[src/rtl/flee_rx_monitor.sv]
// Sink monitor for one flee port: accepts flits, tracks packet framing, flags errors and stalls.
// Latency: the log port (flit_o/flit_vld_o/pkt_done_o/pkt_len_o/counters) updates 1 cycle after acceptance.
// Backpressure: ready_o is registered; with FLEE_RX_BP_EN defined it follows a periodic stall pattern, otherwise it is 1 after reset.
module flee_rx_monitor #(
  parameter int DW        = 32,
  parameter int BP_PERIOD = 16,
  parameter int BP_STALL  = 0,
  parameter int WD_LIMIT  = 10000
) (
  input  logic          clk,
  input  logic          rstn,
  input  logic [DW-1:0] data_i,
  input  logic          valid_i,
  output logic          ready_o,
  input  logic          clr_i,
  output logic [DW-1:0] flit_o,
  output logic          flit_vld_o,
  output logic          pkt_done_o,
  output logic [15:0]   pkt_len_o,
  output logic [31:0]   flit_cnt_o,
  output logic [31:0]   pkt_cnt_o,
  output logic          proto_err_o,
  output logic          deadlock_o
);

  localparam int WDW = $clog2(WD_LIMIT + 1);

  localparam logic [1:0] T_BODY   = 2'b00;
  localparam logic [1:0] T_HEAD   = 2'b01;
  localparam logic [1:0] T_TAIL   = 2'b10;
  localparam logic [1:0] T_SINGLE = 2'b11;

  typedef enum logic {ST_IDLE, ST_IN_PKT} state_t;

  state_t          r_state;
  state_t          w_state_nxt;
  logic            r_ready;
  logic [DW-1:0]   r_flit;
  logic            r_flit_vld;
  logic            r_pkt_done;
  logic [15:0]     r_pkt_len;
  logic [15:0]     r_len;
  logic [31:0]     r_flit_cnt;
  logic [31:0]     r_pkt_cnt;
  logic            r_proto_err;
  logic            r_deadlock;
  logic [WDW-1:0]  r_wd_cnt;

  logic            w_acc;
  logic [1:0]      w_type;
  logic [15:0]     w_len_inc;
  logic [15:0]     w_len_nxt;
  logic            w_done;
  logic [15:0]     w_done_len;
  logic            w_err;
  logic [31:0]     w_flit_base;
  logic [31:0]     w_pkt_base;
  logic [WDW-1:0]  w_wd_base;
  logic            w_wd_hit;

  assign w_acc     = valid_i & r_ready;
  assign w_type    = data_i[DW-1:DW-2];
  assign w_len_inc = (r_len == 16'hFFFF) ? r_len : r_len + 16'd1;

`ifdef FLEE_RX_BP_EN
  localparam int BPW = (BP_PERIOD > 2) ? $clog2(BP_PERIOD) : 1;

  logic [BPW-1:0] r_bp_cnt;
  logic [BPW-1:0] w_bp_nxt;

  assign w_bp_nxt = (r_bp_cnt == BPW'(BP_PERIOD - 1)) ? '0 : r_bp_cnt + BPW'(1);

  // Periodic back-pressure: ready drops for the first BP_STALL slots of each period
  always_ff @(posedge clk) begin
    if (!rstn) begin
      r_bp_cnt <= '0;
      r_ready  <= 1'b0;
    end else begin
      r_bp_cnt <= w_bp_nxt;
      r_ready  <= (int'(w_bp_nxt) >= BP_STALL);
    end
  end
`else
  // No back-pressure: ready is held low in reset only
  always_ff @(posedge clk) begin
    if (!rstn) r_ready <= 1'b0;
    else       r_ready <= 1'b1;
  end
`endif

  // Framing FSM state register
  always_ff @(posedge clk) begin
    if (!rstn) r_state <= ST_IDLE;
    else       r_state <= w_state_nxt;
  end

  // Framing FSM next-state decode on accepted flits
  always_comb begin
    w_state_nxt = r_state;
    if (w_acc) begin
      case (r_state)
        ST_IDLE:   if (w_type == T_HEAD) w_state_nxt = ST_IN_PKT;
        ST_IN_PKT: if (w_type == T_TAIL || w_type == T_SINGLE) w_state_nxt = ST_IDLE;
        default:   w_state_nxt = ST_IDLE;
      endcase
    end
  end

  // Framing FSM outputs: packet completion, length tracking and protocol errors
  always_comb begin
    w_done     = 1'b0;
    w_done_len = 16'd0;
    w_err      = 1'b0;
    w_len_nxt  = r_len;
    if (w_acc) begin
      case (r_state)
        ST_IDLE: begin
          case (w_type)
            T_HEAD:   w_len_nxt = 16'd1;
            T_SINGLE: begin
              w_done     = 1'b1;
              w_done_len = 16'd1;
            end
            default:  w_err = 1'b1;
          endcase
        end
        ST_IN_PKT: begin
          case (w_type)
            T_BODY:   w_len_nxt = w_len_inc;
            T_TAIL: begin
              w_done     = 1'b1;
              w_done_len = w_len_inc;
              w_len_nxt  = 16'd0;
            end
            T_HEAD: begin
              // The open packet is dropped and the new head restarts the count
              w_err     = 1'b1;
              w_len_nxt = 16'd1;
            end
            default: begin
              // Open packet dropped; the single still counts as a complete packet
              w_err      = 1'b1;
              w_done     = 1'b1;
              w_done_len = 16'd1;
              w_len_nxt  = 16'd0;
            end
          endcase
        end
        default: w_len_nxt = 16'd0;
      endcase
    end
  end

  // Clear is applied first so a same-cycle event lands on the cleared value
  assign w_flit_base = clr_i ? 32'd0 : r_flit_cnt;
  assign w_pkt_base  = clr_i ? 32'd0 : r_pkt_cnt;
  assign w_wd_base   = clr_i ? '0 : r_wd_cnt;
  assign w_wd_hit    = (r_state == ST_IN_PKT) && !w_acc && ((int'(w_wd_base) + 1) >= WD_LIMIT);

  // Log port, packet length and statistics counters
  always_ff @(posedge clk) begin
    if (!rstn) begin
      r_flit      <= '0;
      r_flit_vld  <= 1'b0;
      r_pkt_done  <= 1'b0;
      r_pkt_len   <= 16'd0;
      r_len       <= 16'd0;
      r_flit_cnt  <= 32'd0;
      r_pkt_cnt   <= 32'd0;
      r_proto_err <= 1'b0;
      r_deadlock  <= 1'b0;
    end else begin
      r_flit_vld <= w_acc;
      if (w_acc) r_flit <= data_i;
      r_pkt_done <= w_done;
      if (w_done) r_pkt_len <= w_done_len;
      r_len       <= w_len_nxt;
      r_flit_cnt  <= (w_acc && (w_flit_base != 32'hFFFF_FFFF)) ? w_flit_base + 32'd1 : w_flit_base;
      r_pkt_cnt   <= (w_done && (w_pkt_base != 32'hFFFF_FFFF)) ? w_pkt_base + 32'd1 : w_pkt_base;
      r_proto_err <= (r_proto_err & ~clr_i) | w_err;
      r_deadlock  <= (r_deadlock & ~clr_i) | w_wd_hit;
    end
  end

  // Deadlock watchdog: counts non-accepting cycles inside a packet, holds once the limit is hit
  always_ff @(posedge clk) begin
    if (!rstn) begin
      r_wd_cnt <= '0;
    end else if ((r_state == ST_IN_PKT) && !w_acc) begin
      if (w_wd_hit) r_wd_cnt <= w_wd_base;
      else          r_wd_cnt <= w_wd_base + WDW'(1);
    end else begin
      r_wd_cnt <= '0;
    end
  end

  assign ready_o     = r_ready;
  assign flit_o      = r_flit;
  assign flit_vld_o  = r_flit_vld;
  assign pkt_done_o  = r_pkt_done;
  assign pkt_len_o   = r_pkt_len;
  assign flit_cnt_o  = r_flit_cnt;
  assign pkt_cnt_o   = r_pkt_cnt;
  assign proto_err_o = r_proto_err;
  assign deadlock_o  = r_deadlock;

endmodule

[config.mk]
export PLATFORM = sky130hd
export DESIGN_NAME = flee_rx_monitor
export DESIGN_NICKNAME = d
export VERILOG_FILES = /design/src/rtl/flee_rx_monitor.sv
export SDC_FILE = /design/constraint.sdc
export NUM_CORES = 1
export LEC_CHECK = 0
export CORE_ASPECT_RATIO = 0.6
export CORE_MARGIN = 3
export CORE_UTILIZATION = 30
export CTS_CLUSTER_DIAMETER = 80
export DETAILED_ROUTE_END_ITERATION = 6
export SYNTH_ARGS = -nofsm -noshare
export SYNTH_HDL_FRONTEND = slang
export SYNTH_SLANG_ARGS = --single-unit
[constraint.sdc]
create_clock -name clk -period 6.7 [get_ports clk]
set_clock_uncertainty 0.15 [all_clocks]
set_input_delay 1.005 -clock clk [delete_from_list [all_inputs] [get_ports clk]]
set_output_delay 1.005 -clock clk [all_outputs]
set_load 0.1 [all_outputs]
==> flow_results.org <==
** Synth
- Synthesized area :: 0.00705 mm2
- Area share of the largest cell type after synthesis :: between 40% and 50%
- Post-Syn Nets :: 914
- Leading register cell type out of synthesis :: dfxtp_1
- Counting flops and latches in the post-synthesis netlist gives 148.
- Async set-reset flop share out of synthesis :: 0%
- Largest cells by area after synthesis :: dfxtp_1, nand2_1, xnor2_1, a21oi_1, nor2_1
- Ys Warns :: 0
- Yosys mapped a number of flops with a built-in enable equal to 0.
- A synthesized cell averages 8.07 um2.
- Sequential cells were found to cover 42.0% of the synthesized design area.
- Synthesis produced 874 cells.
- Number of different library cells in the post-synthesis netlist :: between 60 and 70
- The largest total area in the synthesized netlist belongs to dfxtp_1.

** GRT
- The number of global-route vias before repair came to 6043.
- Maximum number of pins on one net before global-route repair :: 48
- The first global-routing pass estimated 33.1 mm of wire.
- Gr usage total :: 16.2%
- The number of antenna violations at the first check in global routing was 0.
- Global routing finished with a remaining overflow of 0.

** Clock tree
- Post-CTS repair changed the size of 0 cells.
- Register clock-pin slew on the reported worst setup and hold paths :: around 60 ps
- Later-pin clock latency in the skew report :: between 400 and 500 ps
- Longest Clk Path Bufs :: 2
- Hold repair after CTS inserted 0 buffers.
- CTS placed an instance of clkbuf_16 at the clock tree root.
- Number of clock buffers inserted by TritonCTS :: 17
- For this design, the sink count on the clock tree is 148.
- TritonCTS clock tree :: done
- Post-CTS timing repair inserted 0 buffers for setup.
- Level count of the clock H-tree :: 4

** Drt
- In the routed layout, each cell is associated on average with a via count of 5.01.
- In the final routed layout, each cell accounts on average for 15.5 um.
- After the first detailed-routing iteration, the DRC count stood at approximately 400.
- Drt total wl :: 20.7 mm
- For this run, the detailed router's first-pass iteration total came to 5.
- Count of antenna-violating nets left after detailed routing :: 0
- Via count :: 6678
- For this run, design rule violations remaining after detail routing come to 0.

** Critical path
- STA classifies the critical path endpoint as a flip-flop.
- Maximum fanout along the worst path :: 22
- Cell chain of the critical path :: clkdlybuf4s50_1 -> nand2b_4 -> inv_1 -> ha_1 -> and4_4 -> nand4_1 -> nor3b_1 -> o21ai_2 -> a2111oi_4 -> o311ai_0 -> a21oi_1
- The worst setup path is launched from an input port.
- Delay contributed by the slowest stage of the critical path :: 1020 ps
- Arrival time at the worst endpoint :: ~4500 ps
- Setup CP Type :: input port to flip-flop
- The slowest stage of the critical path is the a2111oi_4 cell.
- Endpoint required time on the critical path :: 6900 ps

** Power and ir drop
- Lkg Pwr :: 3.03 nW
- In this run switching power makes up around a quarter of total power.
- IR analysis of the VDD net gives a maximum drop of about 0.00018 V.
- The analysis attributes to net switching a power of 0.538 mW.
- Power share of the combinational group :: 8.8%
- The internal portion of the total power is 1.50 mW.
- Power spread over the standard cell area amounts to 216 mW/mm2.
- The share of total power dissipated in sequential elements is 44.1%.
- Relative contribution of the clock network to total power :: roughly 47%

** STA
- Total count of max-transition violations in the final report :: 0
- Sum Neg Setup Slack :: 0 ps
- The number of failing hold endpoints at the final stage is 0.
- The smallest clock period supported by the final layout is computed as 4260 ps.
- For the pin with the worst max-slew slack, the measured transition is 1250 ps.
- Dividing the final minimum period by the clock period gives 63.6%.
- Highest attainable clock frequency :: around 0.23 GHz
- Headroom to the max-slew limit came out at 16.3%.
- Slack of the critical path :: between 2000 and 2500 ps
- RSZ-0062 raised after global routing :: no
- Total of endpoints with negative setup slack in the final report :: 0

** Placement
- Post-placement setup slack :: 2070 ps
- In this run the tool buffered the top-level ports with 152 buffer cells.
- Detailed placement ended at an HPWL of around 15 mm.
- After detailed placement, the design holds a cell count of 1300.
- Area after DPL :: 0.00883 mm2
- At the end of routability-driven placement, the weighted congestion stood at 0.879.

** Outcome
- Status :: complete, no violations

** Floorplan
- After floorplanning, the core was divided into 42 placement rows.
- The die covers 0.0254 mm2.
- The floorplan step defined a core boundary enclosing 0.0225 mm2.
- For this configuration, the core starts out at a cell density of between 30% and 40%.
- Measured along the x axis, the die boundary spans between 200 and 250 um.
- Top-Level Pins :: 153
- The floorplan step set the die height to roughly 120 um.

** Final layout
- The count of cells in the finished layout, fillers not included, comes to 1332.
- After routing the design area is 0.00943 mm2.
- The number of antenna diodes in the final layout is 0.
- Fraction of final layout cells sized beyond drive strength 1 :: under 10%
- The area growth from synthesis to layout is 33.7%.
- Final net count :: about 1100

** Worst hold path
- Kind of path behind the tightest hold check :: flip-flop to flip-flop

** Run
- The tool flagged a number of max-cap violations equal to 0.
state kept, by name, summed over array words and instances, names as in the netlist, 14 cells and up:
signal      cells
flit_cnt_o     32
pkt_len_o      16
flit_o         32
r_wd_cnt       14
pkt_cnt_o      32
r_len          16
cell families (layout without fill, tap and decap cells):
group,Yosys count,after routing,synth area share (%)
simple gates,444,444,31.8
compound gates,153,153,13.1
flops,148,148,42.0
xor+xnor,67,67,8.32
buf+inv,52,202,3.05
mux,6,6,1.05
fa+ha+maj,4,4,0.710
cell type report:
| class | count | area, um2 |
|---|---|---|
| clock buffers | 18 | 439 |
| clock inverters | 14 | 155 |
| fillers | 2237 | 13100 |
| inverters | 12 | 45.0 |
| multi-input cells | 674 | 3870 |
| flip-flops and latches | 148 | 2960 |
| well taps | 308 | 385 |
| repair buffers | 158 | 1570 |
synth_stat cells (all sizes together) (3+ instances only):
cell type  count
a21oi         75
a311oi         4
a31oi          5
and2           7
and3          17
and4          12
and4b          5
buf           11
clkbuf        29
dfxtp        148
ha             4
inv           12
mux2i          5
nand2        147
nand2b         5
nand3         46
nand3b         9
nand4         28
nor2          92
nor2b         20
nor3          19
nor4          11
o21ai         40
o31ai         10
or2            3
or3           11
or4            9
xnor2         44
xor2          23
cell usage in the layout (no fill, tap or decap), drive strengths merged, types with 9 or more instances in the layout:
| master | count |
|---|---|
| dfxtp | 148 |
| and4 | 12 |
| and3 | 17 |
| nor4 | 11 |
| nand3 | 46 |
| or4 | 9 |
| o21ai | 40 |
| o31ai | 10 |
| nor3 | 19 |
| xor2 | 23 |
| nand2 | 147 |
| clkdlybuf4s50 | 152 |
| nand4 | 28 |
| inv | 13 |
| nand3b | 9 |
| or3 | 11 |
| nor2 | 92 |
| nor2b | 20 |
| clkbuf | 18 |
| a21oi | 75 |
| xnor2 | 44 |
through the flow:
step | hold WS (ps) | power (mW) | util, %
detailed placement | 298 | 1.10 | 39.2
CTS | 305 | 2.06 | 41.8
finish | 303 | 2.04 | 41.8
floorplan | 288 | 1.04 | -
global placement | 289 | 1.10 | 39.2
global route | 318 | 2.11 | 41.8
power by group through the flow:
stage                     combinational [mW]  sequential (mW)  clock (mW)
after floorplan                       0.0445            0.992           0
after global placement                 0.180            0.918           0
after detailed placement               0.180            0.918           0
after CTS                              0.181            0.898       0.983
after global routing                   0.190            0.900        1.02
final                                  0.179            0.899       0.960
per-layer routing:
layer  part of all wire (%)  vias to the layer above  GRT usage, %
met5                      0                        -             0
met4                   0.76                        0          4.04
met3                     10                       11          6.79
met2                     37                      226          21.3
met1                     52                     3087          23.9
li1                       -                     3354             -
worst max-delay path: cells and delay by family:
kind / cells / cell delay, ps
compound gates: 4 / 1560
simple gates: 4 / 930
buf+inv: 2 / 710
fa+ha+maj: 1 / 230
path summary, 6_finish.rpt:
kind,start,end,slack [ps],depth (start not counted)
max,clr_i,r_wd_cnt[2]$_SDFF_PN0_,2440,11
min,flit_o[16]$_SDFFE_PN0P_,flit_o[16]$_SDFFE_PN0P_,300,2
max reg2reg,r_wd_cnt[1]$_SDFF_PN0_,r_wd_cnt[2]$_SDFF_PN0_,3370,9
min reg2reg,flit_o[16]$_SDFFE_PN0P_,flit_o[16]$_SDFFE_PN0P_,300,2
Note: power is estimated with default switching activity, not from simulation.
